<file path="src/rtl/shift_divider_if.sv">
// shift_divider_if: operand/result/status bundle between a requester and the divider.
interface shift_divider_if #(parameter int n = 4);
    logic         start;
    logic [n-1:0] dividend;
    logic [n-1:0] divisor;
    logic [n-1:0] quotient;
    logic [n-1:0] remainder;
    logic         div_by_zero;
    logic         busy;
    logic         ready;
    modport master (output start, dividend, divisor, input quotient, remainder, div_by_zero, busy, ready);
    modport slave  (input start, dividend, divisor, output quotient, remainder, div_by_zero, busy, ready);
endinterface

</file>
<file path="src/rtl/shift_divider.sv">
// shift_divider: restoring shift-subtract unsigned divider, one quotient bit per shift/subtract pair.
module shift_divider #(parameter int n = 4) (
    input logic clock,
    input logic reset,
    shift_divider_if.slave bus
);
    localparam int cw = $clog2(n + 1);
    typedef enum logic [1:0] {IDLE, SHIFTING, SUBTRACTING, STOPPED} state_t;
    state_t        state;
    logic [n:0]    a;
    logic [n-1:0]  q;
    logic [n-1:0]  m;
    logic [cw-1:0] count;
    logic          dz;
    logic [n:0]    diff;
    logic          ge;
    assign diff = a - {1'b0, m};
    assign ge   = a >= {1'b0, m};
    always_ff @(posedge clock) begin
        if (reset) begin
            state <= IDLE;
            a     <= '0;
            q     <= '0;
            m     <= '0;
            count <= '0;
            dz    <= 1'b0;
        end else begin
            case (state)
                IDLE: if (bus.start) begin
                    m <= bus.divisor;
                    if (bus.divisor != '0) begin
                        a     <= '0;
                        q     <= bus.dividend;
                        count <= cw'(n);
                        dz    <= 1'b0;
                        state <= SHIFTING;
                    end else begin
                        // divide-by-zero: quotient saturates, remainder echoes the dividend
                        a     <= {1'b0, bus.dividend};
                        q     <= '1;
                        dz    <= 1'b1;
                        state <= STOPPED;
                    end
                end
                SHIFTING: begin
                    {a, q} <= {a[n-1:0], q, 1'b0};
                    state  <= SUBTRACTING;
                end
                SUBTRACTING: begin
                    if (ge) begin
                        a    <= diff;
                        q[0] <= 1'b1;
                    end
                    count <= count - cw'(1);
                    state <= (count == cw'(1)) ? STOPPED : SHIFTING;
                end
                STOPPED: if (bus.start) state <= IDLE;
                default: state <= IDLE;
            endcase
        end
    end
    assign bus.quotient    = q;
    assign bus.remainder   = a[n-1:0];
    assign bus.div_by_zero = dz;
    assign bus.busy        = (state == SHIFTING) || (state == SUBTRACTING);
    assign bus.ready       = (state == STOPPED);
endmodule

</file>
<file path="src/flat_wrapper.sv">
// flat-port wrapper written by rule: the top's interface ports become plain ports
module shift_divider_flat 
#(parameter int n = 4)
  (clock, reset, bus_start, bus_dividend, bus_divisor, bus_quotient, bus_remainder, bus_div_by_zero, bus_busy, bus_ready);
  shift_divider_if #(.n(n)) bus_i ();
  input logic clock;
  input logic reset;
  input wire logic [$bits(bus_i.start)-1:0] bus_start;
  input wire logic [$bits(bus_i.dividend)-1:0] bus_dividend;
  input wire logic [$bits(bus_i.divisor)-1:0] bus_divisor;
  output wire logic [$bits(bus_i.quotient)-1:0] bus_quotient;
  output wire logic [$bits(bus_i.remainder)-1:0] bus_remainder;
  output wire logic [$bits(bus_i.div_by_zero)-1:0] bus_div_by_zero;
  output wire logic [$bits(bus_i.busy)-1:0] bus_busy;
  output wire logic [$bits(bus_i.ready)-1:0] bus_ready;
  assign bus_i.start = bus_start;
  assign bus_i.dividend = bus_dividend;
  assign bus_i.divisor = bus_divisor;
  assign bus_quotient = bus_i.quotient;
  assign bus_remainder = bus_i.remainder;
  assign bus_div_by_zero = bus_i.div_by_zero;
  assign bus_busy = bus_i.busy;
  assign bus_ready = bus_i.ready;
  shift_divider #(.n(n)) u_core (.clock(clock), .reset(reset), .bus(bus_i));
endmodule
</file>
<file path="config.mk">
export PLATFORM = sky130hd
export DESIGN_NAME = shift_divider_flat
export DESIGN_NICKNAME = d
export VERILOG_FILES = /design/src/rtl/shift_divider_if.sv /design/src/rtl/shift_divider.sv /design/src/flat_wrapper.sv
export SDC_FILE = /design/constraint.sdc
export NUM_CORES = 1
export LEC_CHECK = 0
export BUFFER_PORTS_ARGS = -buffer_cell sky130_fd_sc_hd__buf_2
export CORE_MARGIN = 4
export CORE_UTILIZATION = 55
export DETAILED_ROUTE_END_ITERATION = 7
export GPL_TIMING_DRIVEN = 0
export PLACE_DENSITY = 0.82
export SLEW_MARGIN = 20
export SYNTH_ARGS = -nofsm -noshare
export SYNTH_HDL_FRONTEND = slang
export SYNTH_SLANG_ARGS = --single-unit
</file>
<file path="constraint.sdc">
create_clock -name clock -period 4.46 [get_ports clock]
set_input_delay 0.223 -clock clock [delete_from_list [all_inputs] [get_ports clock]]
set_output_delay 0.223 -clock clock [all_outputs]
set_load 0.01 [all_outputs]
</file>
Word-level counts from Yosys, hierarchy flattened:

Index checks and enable logic that the tools add are counted.

* multiplexer cells: 18
* $lt $le $gt $ge: 1
* eq/ne operators: 8
* add/subtract/negate cells: 2
* reductions and logical operators: 11

Operators with widths (count)
* one-hot mux 5 bit (3 select lines): 1
* two-way mux 4 bit: 3
* one-hot mux 3 bit (2 select lines): 2
* two-way mux 5 bit: 2
* two-way mux 2 bit: 4
* one-hot mux 2 bit (4 select lines): 1
* two-way mux 3 bit: 2
* AND reduction 2 bit: 3
* AND reduction 3 bit: 2
* >= comparator 5 x 4 -> 1 bit: 1
* subtractor 5 x 4 -> 5 bit: 1
* equality test 2 bit (second input constant): 2
* != test 2 x 1 -> 1 bit (second input constant): 2
* != test 2 bit (second input constant): 2
* nonzero test 2 bit: 2
* nonzero test 4 bit: 1
* equality test 3 x 1 -> 1 bit (second input constant): 1
* one-hot mux 1 bit (3 select lines): 1
* nonzero test 3 bit: 1
* subtractor 3 x 1 -> 3 bit (second input constant): 1
* equality test 2 x 1 -> 1 bit (second input constant): 1
* logical NOT 2 bit: 1
* two-way mux 1 bit: 2
* logical OR 1 bit: 1

* input bits: 11
* output and inout bits: 11
* bits in registers: 19

Logic depth before layout (Yosys ltp):

Gate-level depths: netlist of the first run.

* depth in word-level cells: 4
* depth in mapped cells: 8
* mapped depth without buffers: 8

Worst setup path before layout of the first run:

No wires, ideal clock.

* path type: reg-to-reg
* from: reg u_core.state[0]
* to: reg u_core.a[2]
* clock period less this slack: 1.745 ns
* cell stages (with the launch flop): 9
* setup time: 0.086 ns
* slack: 2.715 ns
* data arrival time: 1.658 ns
* cells stage by stage: dfxtp_1 -> inv_1 -> ha_1 -> or3b_1 -> a41o_1 -> o21ai_2 -> buf_6 -> a21oi_2 -> a221oi_2

* longest elaborated chain between the ends: 3
* elaborated cells on any way between the ends: 8
* classes of those cells: eq/ne (4); mux (1); reduce/logical (3)

Ends and longest elaborated chain
* start: declaration: line shift_divider.sv:9 `state_t state;`
* start signal: assignment: line shift_divider.sv:55 `state <= (count == cw'(1)) ? STOPPED : SHIFTING;`
* equality test 2 bit (tied with other cells): line shift_divider.sv:28 `case (state)`
* != test 2 x 1 -> 1 bit (no source line) (tied with other cells)
* AND reduction 3 bit (no source line)
* end signal: assignment: line shift_divider.sv:39 `a <= {1'b0, bus.dividend};`
* end signal: assignment: line shift_divider.sv:46 `{a, q} <= {a[n-1:0], q, 1'b0};`
* end signal: assignment: line shift_divider.sv:51 `a <= diff;`
* end: declaration: line shift_divider.sv:10 `logic [n:0] a;`

Several ways; a longest one is shown, not always the timed one.
A chain may end at the register's enable or synchronous reset.

Worst setup path after layout of the first run:

* from: reg u_core.state[0]
* to: reg u_core.a[1]

Same word-level chain as after synthesis.

==> reports/summary.txt, run 1 <==
Run status - finished, final reports clean
Main combinational cell family by area after synthesis - compound AO/OA/AOI/OAI gates
# nets final - 205
First-pass GRT wire length - 4820 µm
Number of cells on the critical path - 8
Max layer used - met4
Crit path time final - 1.91 ns
Clock power share - 18.6%
H-tree depth - 1
Combinational Power Share - 39.1%
Reg clk slew, reported paths - 0.11 ns
Register Area - 380 µm²
Cell chain of the critical path - inv_1 > ha_1 > or3b_1 > a41o_1 > o21ai_2 > buf_6 > a221oi_1 > a211oi_2
Clk Latency, worst-skew pair - 0.30 ns
Number of fill cells in the layout - 190
Resized cells post-CTS - 0
Ant. Diodes - 0
CP startpoint kind - flop
Yosys cell types - 41
WHS Endpoint - u_core.a[2]$_SDFFE_PP0P_
Post-Place Setup Slack - 2.57 ns
Sw Ratio - 37.3%
Mapped Cells - 158
CP required - 4.69 ns
Metal3 WL - 177 µm
Worst R2R Path Depth - 8
Initial antenna violation count - 0
P_sw - 0.000178 W
Max-cap violations - 0
Hold buffer count at cts - 0
Clock buffer depth - 2
Critical path type - flop to flop
CTS tree - done
Die Area - 0.00312 mm²
Yosys warns - 0
Avg WL per Cell - 13.2 µm
I/O pin cnt - 22
Fmax - 523 MHz
Postcts setup bufs - 0
Initial drt markers - 32
Worst hold slack - 0.193 ns
Pint - 0.000300 W
Crit share post-route - 42.9%
CP endpoint kind - flop
Layout area overhead - 12.9%
WP data arrival - 2.14 ns
Placer Congestion - 0.885
Leak - 0.586 nW
Mux contribution to synthesized area - 1.59%
Final Max Slew Viols - 0
Worst Hold Class - input pin to flop
Initial core utilization - 57.5%
CP peak stage delay - 0.39 ns
PnR worst setup slack - 2.55 ns
Seq/Total Area, Yosys - 30.2%
Final ANT Viol Nets - 0
RSZ-0062 raised after global routing - no
Flop pwr share - 42.4%
Vias in the first global route - 1136
Met1 Routed Length - 1210 µm
Post-Syn Nets - 180
Simple-gate portion of the synthesized area - 19.9%
Hold path start - bus_dividend[2]
Seq cells post-synth - 19
Core box area - 0.00219 mm²
Power per cell area - 336 mW/mm²
Adder-cell area share of the yosys netlist - 11.5%
Clock Skew - 0.00490 ns
DIE WIDTH - 55.9 µm
WL met2 - 1350 µm
Share of layout cells above drive strength 1 - 22.0%
Critical Path Start - u_core.state[0]$_SDFFE_PP0P_
Routed via count - 1174
Clock root buffer - clkbuf_4
Hold Path Depth - 3
Synth Area in Compound Gates - 25.1%
IR drop worst, VDD - 0.000255 V
PortBufs - 20
Slew headroom - 63.8%
Drt via density - 5.59
Inserted Clock Buffers - 3
Residual DRC - 0
Chip height - 55.9 µm
Synth Area in XOR/XNOR - 0.695%
Endpoints failing hold - 0
CTS Sinks - 19
Endpoints failing setup - 0
TritonRoute pass-1 iters - 4
Launch point of the worst reg-to-reg path - u_core.state[0]$_SDFFE_PP0P_
Cell area after synthesis - 0.00126 mm²
DP HPWL - 2170 µm
CP Max Fanout - 10
FF-to-FF End - u_core.a[1]$_SDFFE_PP0P_
Avg Inst Size Synth - 7.97 µm²
Area of the multi-input gates - 741 µm²
FF-to-FF setup slack - 2.55 ns
Worst slew pin tran - 0.544 ns
Post-Route WL - 2770 µm
Critical path's slowest cell - or3b_1
Crit path buf inv count - 2
Global-route usage over all layers - 18.6%
Setup TNS - 0 ns
Gr ovfl total - 0
Row count - 17
Largest delay share family, worst path - compound AO/OA/AOI/OAI gates
Largest net degree at the start of global routing - 12
==> worst max path at each step <==
stage                                           to  slack [ns]
after detailed placement  u_core.a[1]$_SDFFE_PP0P_        2.57
after floorplan           u_core.a[2]$_SDFFE_PP0P_        2.72
after global placement    u_core.a[2]$_SDFFE_PP0P_        2.60
after global routing      u_core.a[2]$_SDFFE_PP0P_        2.39
after CTS                 u_core.a[1]$_SDFFE_PP0P_        2.55
final                     u_core.a[1]$_SDFFE_PP0P_        2.55
==> synth_stat cells <==
master	instances	share of area, %
nand2b_1	1	0.50
clkbuf_1	4	1.2
buf_6	1	0.89
a211oi_2	2	2.0
inv_2	1	0.30
a21oi_1	16	6.4
buf_2	3	1.2
a21boi_1	1	0.60
or3b_1	1	0.70
a31oi_1	1	0.50
o41ai_1	1	0.70
o311ai_0	1	0.70
nor4b_1	1	0.70
nand3_1	7	2.8
nand3b_1	2	1.2
nor2_1	6	1.8
o21ai_2	1	0.70
a2bb2oi_1	1	0.70
or3b_2	1	0.70
a221oi_1	3	2.1
o21ai_1	6	2.4
a221oi_2	1	1.2
xor2_1	1	0.70
inv_1	17	5.1
or3_1	1	0.50
nor2b_1	1	0.50
a211o_1	4	2.8
nand2_1	20	6.0
a211oi_1	1	0.60
nor4_4	1	1.7
fa_1	1	1.6
and2_1	1	0.50
a21oi_2	1	0.70
o21ai_0	4	1.6
nor3_1	6	2.4
mux2i_1	2	1.6
a41o_1	1	0.79
ha_1	10	9.9
dfxtp_1	19	30
a32o_1	1	0.79
buf_4	4	2.4
==> metal layers <==
| layer | up-vias | global-route usage, % |
|---|---|---|
| li1 | 596 | - |
| met1 | 535 | 23.5 |
| met2 | 37 | 31.6 |
| met3 | 6 | 3.94 |
| met4 | 0 | 5.76 |
| met5 | - | 0 |
==> tightest hold or removal path, delay by kind of cell <==
kind,cells,cell delay (ns)
AOI/OAI and AO/OA,1,0.05
buffers and inverters,1,0.11
and+or+nand+nor,1,0.07
==> metrics by stage <==
stage	instances	util [%]	total power, W	cell area [µm²]
4_1_cts	210	64.9	0.000476	1420
2_1_floorplan	158	-	0.000343	1260
3_3_place_gp	206	63.7	0.000386	1400
5_1_grt	210	64.9	0.000513	1420
3_5_place_dp	206	63.7	0.000391	1400
6_report	210	64.9	0.000478	1420
==> cells by family (layout without fill, tap and decap cells) <==
kind of cell / after synthesis / after routing
multiplexers: 2 / 2
buffers and inverters: 30 / 54
AO/OA/AOI/OAI: 46 / 46
XOR/XNOR: 1 / 1
AND/OR/NAND/NOR: 49 / 49
flip-flops: 19 / 19
adder cells (fa/ha/maj): 11 / 11
==> power by group through the flow <==
| stage | Sequential [W] | Combinational [W] | Clock, W |
|---|---|---|---|
| floorplan | 0.000206 | 0.000137 | 0 |
| global placement | 0.000205 | 0.000181 | 0 |
| detailed placement | 0.000206 | 0.000185 | 0 |
| CTS | 0.000202 | 0.000186 | 0.0000882 |
| global route | 0.000205 | 0.000211 | 0.0000974 |
| finish | 0.000202 | 0.000187 | 0.0000886 |
==> registers in the layout, summed over array words and instances (netlist names) <==
signal,cells
u_core.a,5
u_core.bus.div_by_zero,1
u_core.state,2
u_core.bus.quotient,4
u_core.count,3
u_core.m,4
==> cell type report <==
class                   instances  area share, %
clock buffers                   3           1.58
inverters                      18           4.75
clock inverters                 1          0.352
flip-flops and latches         19           26.7
multi-input cells             109           52.1
well taps                      28           2.46
plain buffers                  12           5.01
repair buffers                 20           7.04
==> placed cells by master, fill, tap and decap left out, drive strengths merged <==
master / netlist / final
mux2i: 2 / 2
a21boi: 1 / 1
inv: 18 / 18
nand3b: 2 / 2
a211oi: 3 / 3
and2: 1 / 1
xor2: 1 / 1
fa: 1 / 1
a31oi: 1 / 1
o311ai: 1 / 1
a221oi: 4 / 4
clkinv: 0 / 1
a41o: 1 / 1
nor2: 6 / 6
buf: 8 / 28
nand2: 20 / 20
a32o: 1 / 1
ha: 10 / 10
o21ai: 11 / 11
a21oi: 17 / 17
nor4b: 1 / 1
a2bb2oi: 1 / 1
nand3: 7 / 7
or3: 1 / 1
clkbuf: 4 / 7
nor3: 6 / 6
nor2b: 1 / 1
nand2b: 1 / 1
a211o: 4 / 4
o41ai: 1 / 1
nor4: 1 / 1
dfxtp: 19 / 19
or3b: 2 / 2
No activity file was read; power rests on OpenSTA's default activity.
==> run 2, diff against run 1 <==
- CORE_UTILIZATION: 55 -> 49
- PLACE_DENSITY: 0.82 -> 0.77
- clock period: 4.46 -> 1.55 ns (I/O delays scaled with it)
==> run 2 against run 1 <==
Effect of this change:
- fmax is 7.8% higher
- sequential share of layout area is 2.2 points lower
- the run now ends with negative setup slack left
- clock power grew to 2.9 times the previous value
- total power rose to 3.2 times the previous value
- register-to-register slack worse by 2.8 ns
==> reports/summary.txt, run 2 (synthesized netlist as in run 1, its figures left out) <==
RSZ-0062 raised after global routing - yes (was no)
CP startpoint kind - flop (unchanged)
Routed via count - 1215 (was 1174)
Share of layout cells above drive strength 1 - 38.0% (was 22.0%)
Core box area - 0.00245 mm² (was 0.00219 mm²)
PnR worst setup slack - -0.224 ns (was 2.55 ns)
Post-route insts no fill - 217 (was 210)
Row count - 18 (was 17)
Worst R2R Path Depth - 8 (unchanged)
# nets final - 210 (was 205)
Worst slew pin tran - 0.607 ns (was 0.544 ns)
CP Max Fanout - 8 (was 10)
CTS Sinks - 19 (unchanged)
Run status - finished, violations left (was finished, final reports clean)
Vias in the first global route - 1190 (was 1136)
Hold buffer count at cts - 0 (unchanged)
Number of fill cells in the layout - 229 (was 190)
CP required - 1.78 ns (was 4.69 ns)
Placed Cells - 208 (was 206)
Residual DRC - 0 (unchanged)
Drt via density - 5.60 (was 5.59)
Hold Path Depth - 3 (unchanged)
Critical path type - flop to flop (unchanged)
Crit share post-route - 114% (was 42.9%)
Global-route usage over all layers - 19.3% (was 18.6%)
Worst Hold Class - input pin to flop (unchanged)
Layout area overhead - 27.5% (was 12.9%)
Initial antenna violation count - 0 (unchanged)
Power per cell area - 951 mW/mm² (was 336 mW/mm²)
WHS Endpoint - u_core.a[2]$_SDFFE_PP0P_ (unchanged)
DP HPWL - 2300 µm (was 2170 µm)
Hold path start - bus_dividend[2] (unchanged)
Clock root buffer - clkbuf_4 (unchanged)
Slew headroom - 59.5% (was 63.8%)
Max-cap violations - 0 (unchanged)
Dpl cell area - 0.00142 mm² (was 0.00140 mm²)
H-tree depth - 1 (unchanged)
WP data arrival - 2.00 ns (was 2.14 ns)
Leak - 0.642 nW (was 0.586 nW)
Clk Latency, worst-skew pair - 0.30 ns (about the same)
Max reg flops - 5 (unchanged)
First-pass GRT wire length - 5200 µm (was 4820 µm)
Clock buffer depth - 2 (unchanged)
Avg WL per Cell - 14.2 µm (was 13.2 µm)
CP endpoint kind - flop (unchanged)
Launch point of the worst reg-to-reg path - u_core.m[3]$_SDFFE_PP0P_ (was u_core.state[0]$_SDFFE_PP0P_)
Cell area after layout - 0.00161 mm² (was 0.00142 mm²)
FF-to-FF setup slack - -0.22 ns (was 2.55 ns)
Ant. Diodes - 0 (unchanged)
Die Area - 0.00345 mm² (was 0.00312 mm²)
Initial drt markers - 59 (was 32)
PortBufs - 20 (unchanged)
I/O pin cnt - 22 (unchanged)
Initial core utilization - 51.3% (was 57.5%)
Failing checks - negative setup slack
TritonRoute pass-1 iters - 4 (unchanged)
Endpoints failing hold - 0 (unchanged)
Final core occ - 65.4% (was 64.9%)
Chip height - 58.7 µm (was 55.9 µm)
CTS tree - done (unchanged)
Post-Place Setup Slack - -0.263 ns (was 2.57 ns)
Clock Skew - 0.00383 ns (was 0.00490 ns)
FF-to-FF End - u_core.a[2]$_SDFFE_PP0P_ (was u_core.a[1]$_SDFFE_PP0P_)
Final ANT Viol Nets - 0 (unchanged)
DIE WIDTH - 58.7 µm (was 55.9 µm)
IR drop worst, VDD - 0.000794 V (was 0.000255 V)
Commonest cells after routing, fill and taps aside - buf_2, nand2_1, inv_1, a21oi_1, dfxtp_1 (was buf_2, nand2_1, dfxtp_1, inv_1, a21oi_1)
Largest net degree at the start of global routing - 12 (unchanged)
Most common cell after layout, fill and taps aside - buf_2 (unchanged)
Placer Congestion - 0.824 (was 0.885)
Endpoints failing setup - 6 (was 0)
Crit path time final - 1.77 ns (was 1.91 ns)
Largest Register - u_core.a (unchanged)
Reg clk slew, reported paths - 0.11 ns (about the same)
Inserted Clock Buffers - 3 (unchanged)
Setup TNS - -1.10 ns (was 0 ns)
Post-Route WL - 3080 µm (was 2770 µm)
Fmax - 564 MHz (was 523 MHz)
Final Max Slew Viols - 0 (unchanged)
Gr ovfl total - 0 (unchanged)
## run 2: cell types whose count changed in the layout (fill, tap and decap cells not counted), moves of 4 or more
cell | previous run | this run
dfxtp_2 | 0 | 5
ha_4 | 0 | 4
ha_1 | 10 | 4
buf_4 | 4 | 10
dfxtp_1 | 19 | 12
## run 2: routing by layer
layer  GRT usage [%]  up-vias  wire [µm]
met1            25.1      566       1410
li1                -      610          -
met4            6.80        0         35
met3            2.85        5        143
met2            32.5       34       1490
met5               0        -          0
## run 2: layout make-up
type,count,area [µm²],share of cell area [%]
Clock inverter,1,5.00,0.312
Multi-Input combinational cell,109,851,53.0
Inverter,18,67.6,4.21
Sequential cell,19,394,24.5
Buffer,11,71.3,4.44
Tap cell,30,37.5,2.34
Timing Repair Buffer,26,158,9.81
Clock buffer,3,22.5,1.40
## run 2: worst max-delay path by stage
| stage | from | end | depth (start not counted) |
|---|---|---|---|
| 2_1_floorplan | u_core.state[1]$_SDFFE_PP0P_ | u_core.a[3]$_SDFFE_PP0P_ | 8 |
| 3_3_place_gp | u_core.a[3]$_SDFFE_PP0P_ | u_core.a[2]$_SDFFE_PP0P_ | 7 |
| 4_1_cts | u_core.m[3]$_SDFFE_PP0P_ | u_core.a[2]$_SDFFE_PP0P_ | 8 |
| 5_1_grt | u_core.m[2]$_SDFFE_PP0P_ | u_core.a[4]$_SDFFE_PP0P_ | 8 |
| 6_report | u_core.m[3]$_SDFFE_PP0P_ | u_core.a[2]$_SDFFE_PP0P_ | 8 |
| 3_5_place_dp | u_core.a[3]$_SDFFE_PP0P_ | u_core.a[2]$_SDFFE_PP0P_ | 7 |
## run 2: power breakdown
group          switching (W)  internal [W]
Combinational       0.000361      0.000321
Sequential         0.0000454      0.000543
Clock               0.000162     0.0000963
## run 2: repair_timing
item / CTS / global route
endpoints found under the setup margin: 17 / 18
gates resized for setup: 17 / 11
buffers inserted: 5 / 1
pin swaps: 8 / 3
hold endpoints to repair: 0 / 0
## run 2: critical path, stage by stage, from the launching register on
cell and delay [ns]:
dfxtp_2 0.35, inv_2 0.05, ha_4 0.15, or3b_4 0.37
a41o_1 0.22, o21ai_2 0.14, buf_6 0.16, a21oi_4 0.04
a221oi_2 0.22
## run 2: per-stage QoR
| stage | total power, W | hold WS [ns] |
|---|---|---|
| after CTS | 0.00150 | 0.0273 |
| after global placement | 0.00113 | 0.359 |
| final | 0.00153 | 0.0299 |
| after detailed placement | 0.00114 | 0.367 |
| after floorplan | 0.000996 | 0.217 |
| after global routing | 0.00163 | 0.0417 |
==> run 3, diff against run 2 <==
- CORE_UTILIZATION: 49 -> 45
- PLACE_DENSITY: 0.77 -> 0.72
- SLEW_MARGIN: 20 -> unset
==> run 3 against run 2 <==
Effect of this change:
- the flow still finishes with violations (negative setup slack)
- worst setup slack worse by 0.042 ns
- global-route usage down 0.53 points
- total power up 1.5%
- sequential cell count unchanged
- combinational power up 3%
- critical path type unchanged
- largest cell class unchanged
- highest routed layer unchanged
==> reports/summary.txt, run 3 (synthesized netlist as in run 1, its figures left out) <==
CP required - 1.78 ns (about the same)
Max reg flops - 5 (unchanged)
Core box area - 0.00257 mm² (was 0.00245 mm²)
CP Max Fanout - 5 (was 8)
Max-cap violations - 0 (unchanged)
Avg WL per Cell - 14.8 µm (was 14.2 µm)
Largest Register - u_core.a (unchanged)
Most common cell after layout, fill and taps aside - buf_2 (unchanged)
Layout area overhead - 29.9% (was 27.5%)
Initial drt markers - 47 (was 59)
Inserted Clock Buffers - 3 (unchanged)
CTS tree - done (unchanged)
Worst Hold Class - input pin to flop (unchanged)
Endpoints failing hold - 0 (unchanged)
Drt via density - 5.58 (was 5.60)
Share of layout cells above drive strength 1 - 37.8% (was 38.0%)
Clock buffer depth - 2 (unchanged)
Crit share post-route - 117% (was 114%)
CP startpoint kind - flop (unchanged)
CP endpoint kind - flop (unchanged)
Clock Skew - 0.00486 ns (was 0.00383 ns)
Clock root buffer - clkbuf_4 (unchanged)
Largest net degree at the start of global routing - 11 (was 12)
PortBufs - 20 (unchanged)
Post-Route WL - 3300 µm (was 3080 µm)
Die Area - 0.00371 mm² (was 0.00345 mm²)
Crit path time final - 1.82 ns (was 1.77 ns)
Initial core utilization - 49.1% (was 51.3%)
Setup TNS - -1.32 ns (was -1.10 ns)
Final Max Slew Viols - 0 (unchanged)
Commonest cells after routing, fill and taps aside - buf_2, nand2_1, buf_4, a21oi_1, inv_1 (was buf_2, nand2_1, inv_1, a21oi_1, dfxtp_1)
Leak - 0.658 nW (was 0.642 nW)
Final ANT Viol Nets - 0 (unchanged)
Power per cell area - 948 mW/mm² (was 951 mW/mm²)
Critical path type - flop to flop (unchanged)
H-tree depth - 1 (unchanged)
Routed via count - 1245 (was 1215)
WP data arrival - 2.04 ns (was 2.00 ns)
Row count - 18 (unchanged)
Fmax - 551 MHz (was 564 MHz)
Worst slew pin tran - 0.608 ns (was 0.607 ns)
Residual DRC - 0 (unchanged)
Ant. Diodes - 0 (unchanged)
Post-Place Setup Slack - -0.271 ns (was -0.263 ns)
First-pass GRT wire length - 5130 µm (was 5200 µm)
Clk Latency, worst-skew pair - 0.30 ns (about the same)
Reg clk slew, reported paths - 0.11 ns (about the same)
RSZ-0062 raised after global routing - yes (unchanged)
DIE WIDTH - 60.9 µm (was 58.7 µm)
CTS Sinks - 19 (unchanged)
Vias in the first global route - 1143 (was 1190)
Slew headroom - 59.4% (was 59.5%)
TritonRoute pass-1 iters - 4 (unchanged)
Endpoints failing setup - 6 (unchanged)
DP HPWL - 2300 µm (about the same)
Run status - finished, violations left (unchanged)
Failing checks - negative setup slack (unchanged)
IR drop worst, VDD - 0.000635 V (was 0.000794 V)
# nets final - 216 (was 210)
PnR worst setup slack - -0.266 ns (was -0.224 ns)
Initial antenna violation count - 0 (unchanged)
Chip height - 60.9 µm (was 58.7 µm)
Placer Congestion - 0.767 (was 0.824)
Gr ovfl total - 0 (unchanged)
I/O pin cnt - 22 (unchanged)
Global-route usage over all layers - 18.8% (was 19.3%)
==> run 3: changes by cell type in the layout (fill, tap and decap cells not counted), sizes merged <==
| cell | previous run | this run |
|---|---|---|
| buf | 34 | 40 |
| clkbuf | 6 | 7 |
| clkinv | 1 | 0 |
==> run 3: path summary, 6_finish.rpt <==
kind / start / cells past startpoint / slack [ns] / end
max: u_core.m[3]$_SDFFE_PP0P_ / 8 / -0.27 / u_core.a[2]$_SDFFE_PP0P_
min: bus_divisor[1] / 3 / 0.04 / u_core.m[1]$_SDFFE_PP0P_
max reg2reg: u_core.m[3]$_SDFFE_PP0P_ / 8 / -0.27 / u_core.a[2]$_SDFFE_PP0P_
min reg2reg: u_core.m[3]$_SDFFE_PP0P_ / 2 / 0.47 / u_core.m[3]$_SDFFE_PP0P_
==> run 3: critical path: stages (launching register included) <==
cell	delay, ns
dfxtp_2	0.35
inv_2	0.05
ha_4	0.15
or3b_4	0.37
a41o_1	0.22
o21ai_2	0.21
buf_6	0.15
a21oi_2	0.04
a221oi_2	0.20
==> run 3: what timing repair did <==
action                                  in CTS  in global routing
gates cloned                                 1                  0
resized for setup                           14                 13
endpoints found under the hold margin        0                  0
buffers inserted                             8                  3
pin swaps                                    6                  5
hold buffers                                 0                  0
endpoints found under the setup margin      17                 10
==> run 3: final cells by class <==
type / count / area [µm²]
Clock buffer: 4 / 26.3
Fill cell: 238 / 931
Inverter: 18 / 70.1
Buffer: 11 / 71.3
Sequential cell: 19 / 392
Tap cell: 30 / 37.5
Multi-Input combinational cell: 109 / 846
Timing Repair Buffer: 32 / 194
==> run 3: power breakdown <==
part	switching, W	internal (W)
combinational	0.000364	0.000337
clock	0.000158	0.000100
sequential	0.0000486	0.000544
==> run 3: per-stage QoR <==
| step | hold slack [ns] | power [W] | cells | area (µm²) | utilization (%) |
|---|---|---|---|---|---|
| 2_1_floorplan | 0.217 | 0.000996 | 158 | 1280 | - |
| 3_3_place_gp | 0.362 | 0.00113 | 208 | 1420 | 55.4 |
| 3_5_place_dp | 0.373 | 0.00114 | 208 | 1420 | 55.4 |
| 4_1_cts | 0.0382 | 0.00148 | 220 | 1560 | 60.7 |
| 5_1_grt | 0.0464 | 0.00165 | 223 | 1640 | 63.7 |
| 6_report | 0.0371 | 0.00155 | 223 | 1640 | 63.7 |
==> run 3: metal layers <==
layer	routed length [µm]	global-route usage, %	vias up
li1	-	-	620
met1	1410	22.9	587
met2	1700	32.5	30
met3	127	3.19	8
met4	62	7.74	0
met5	0	0	-
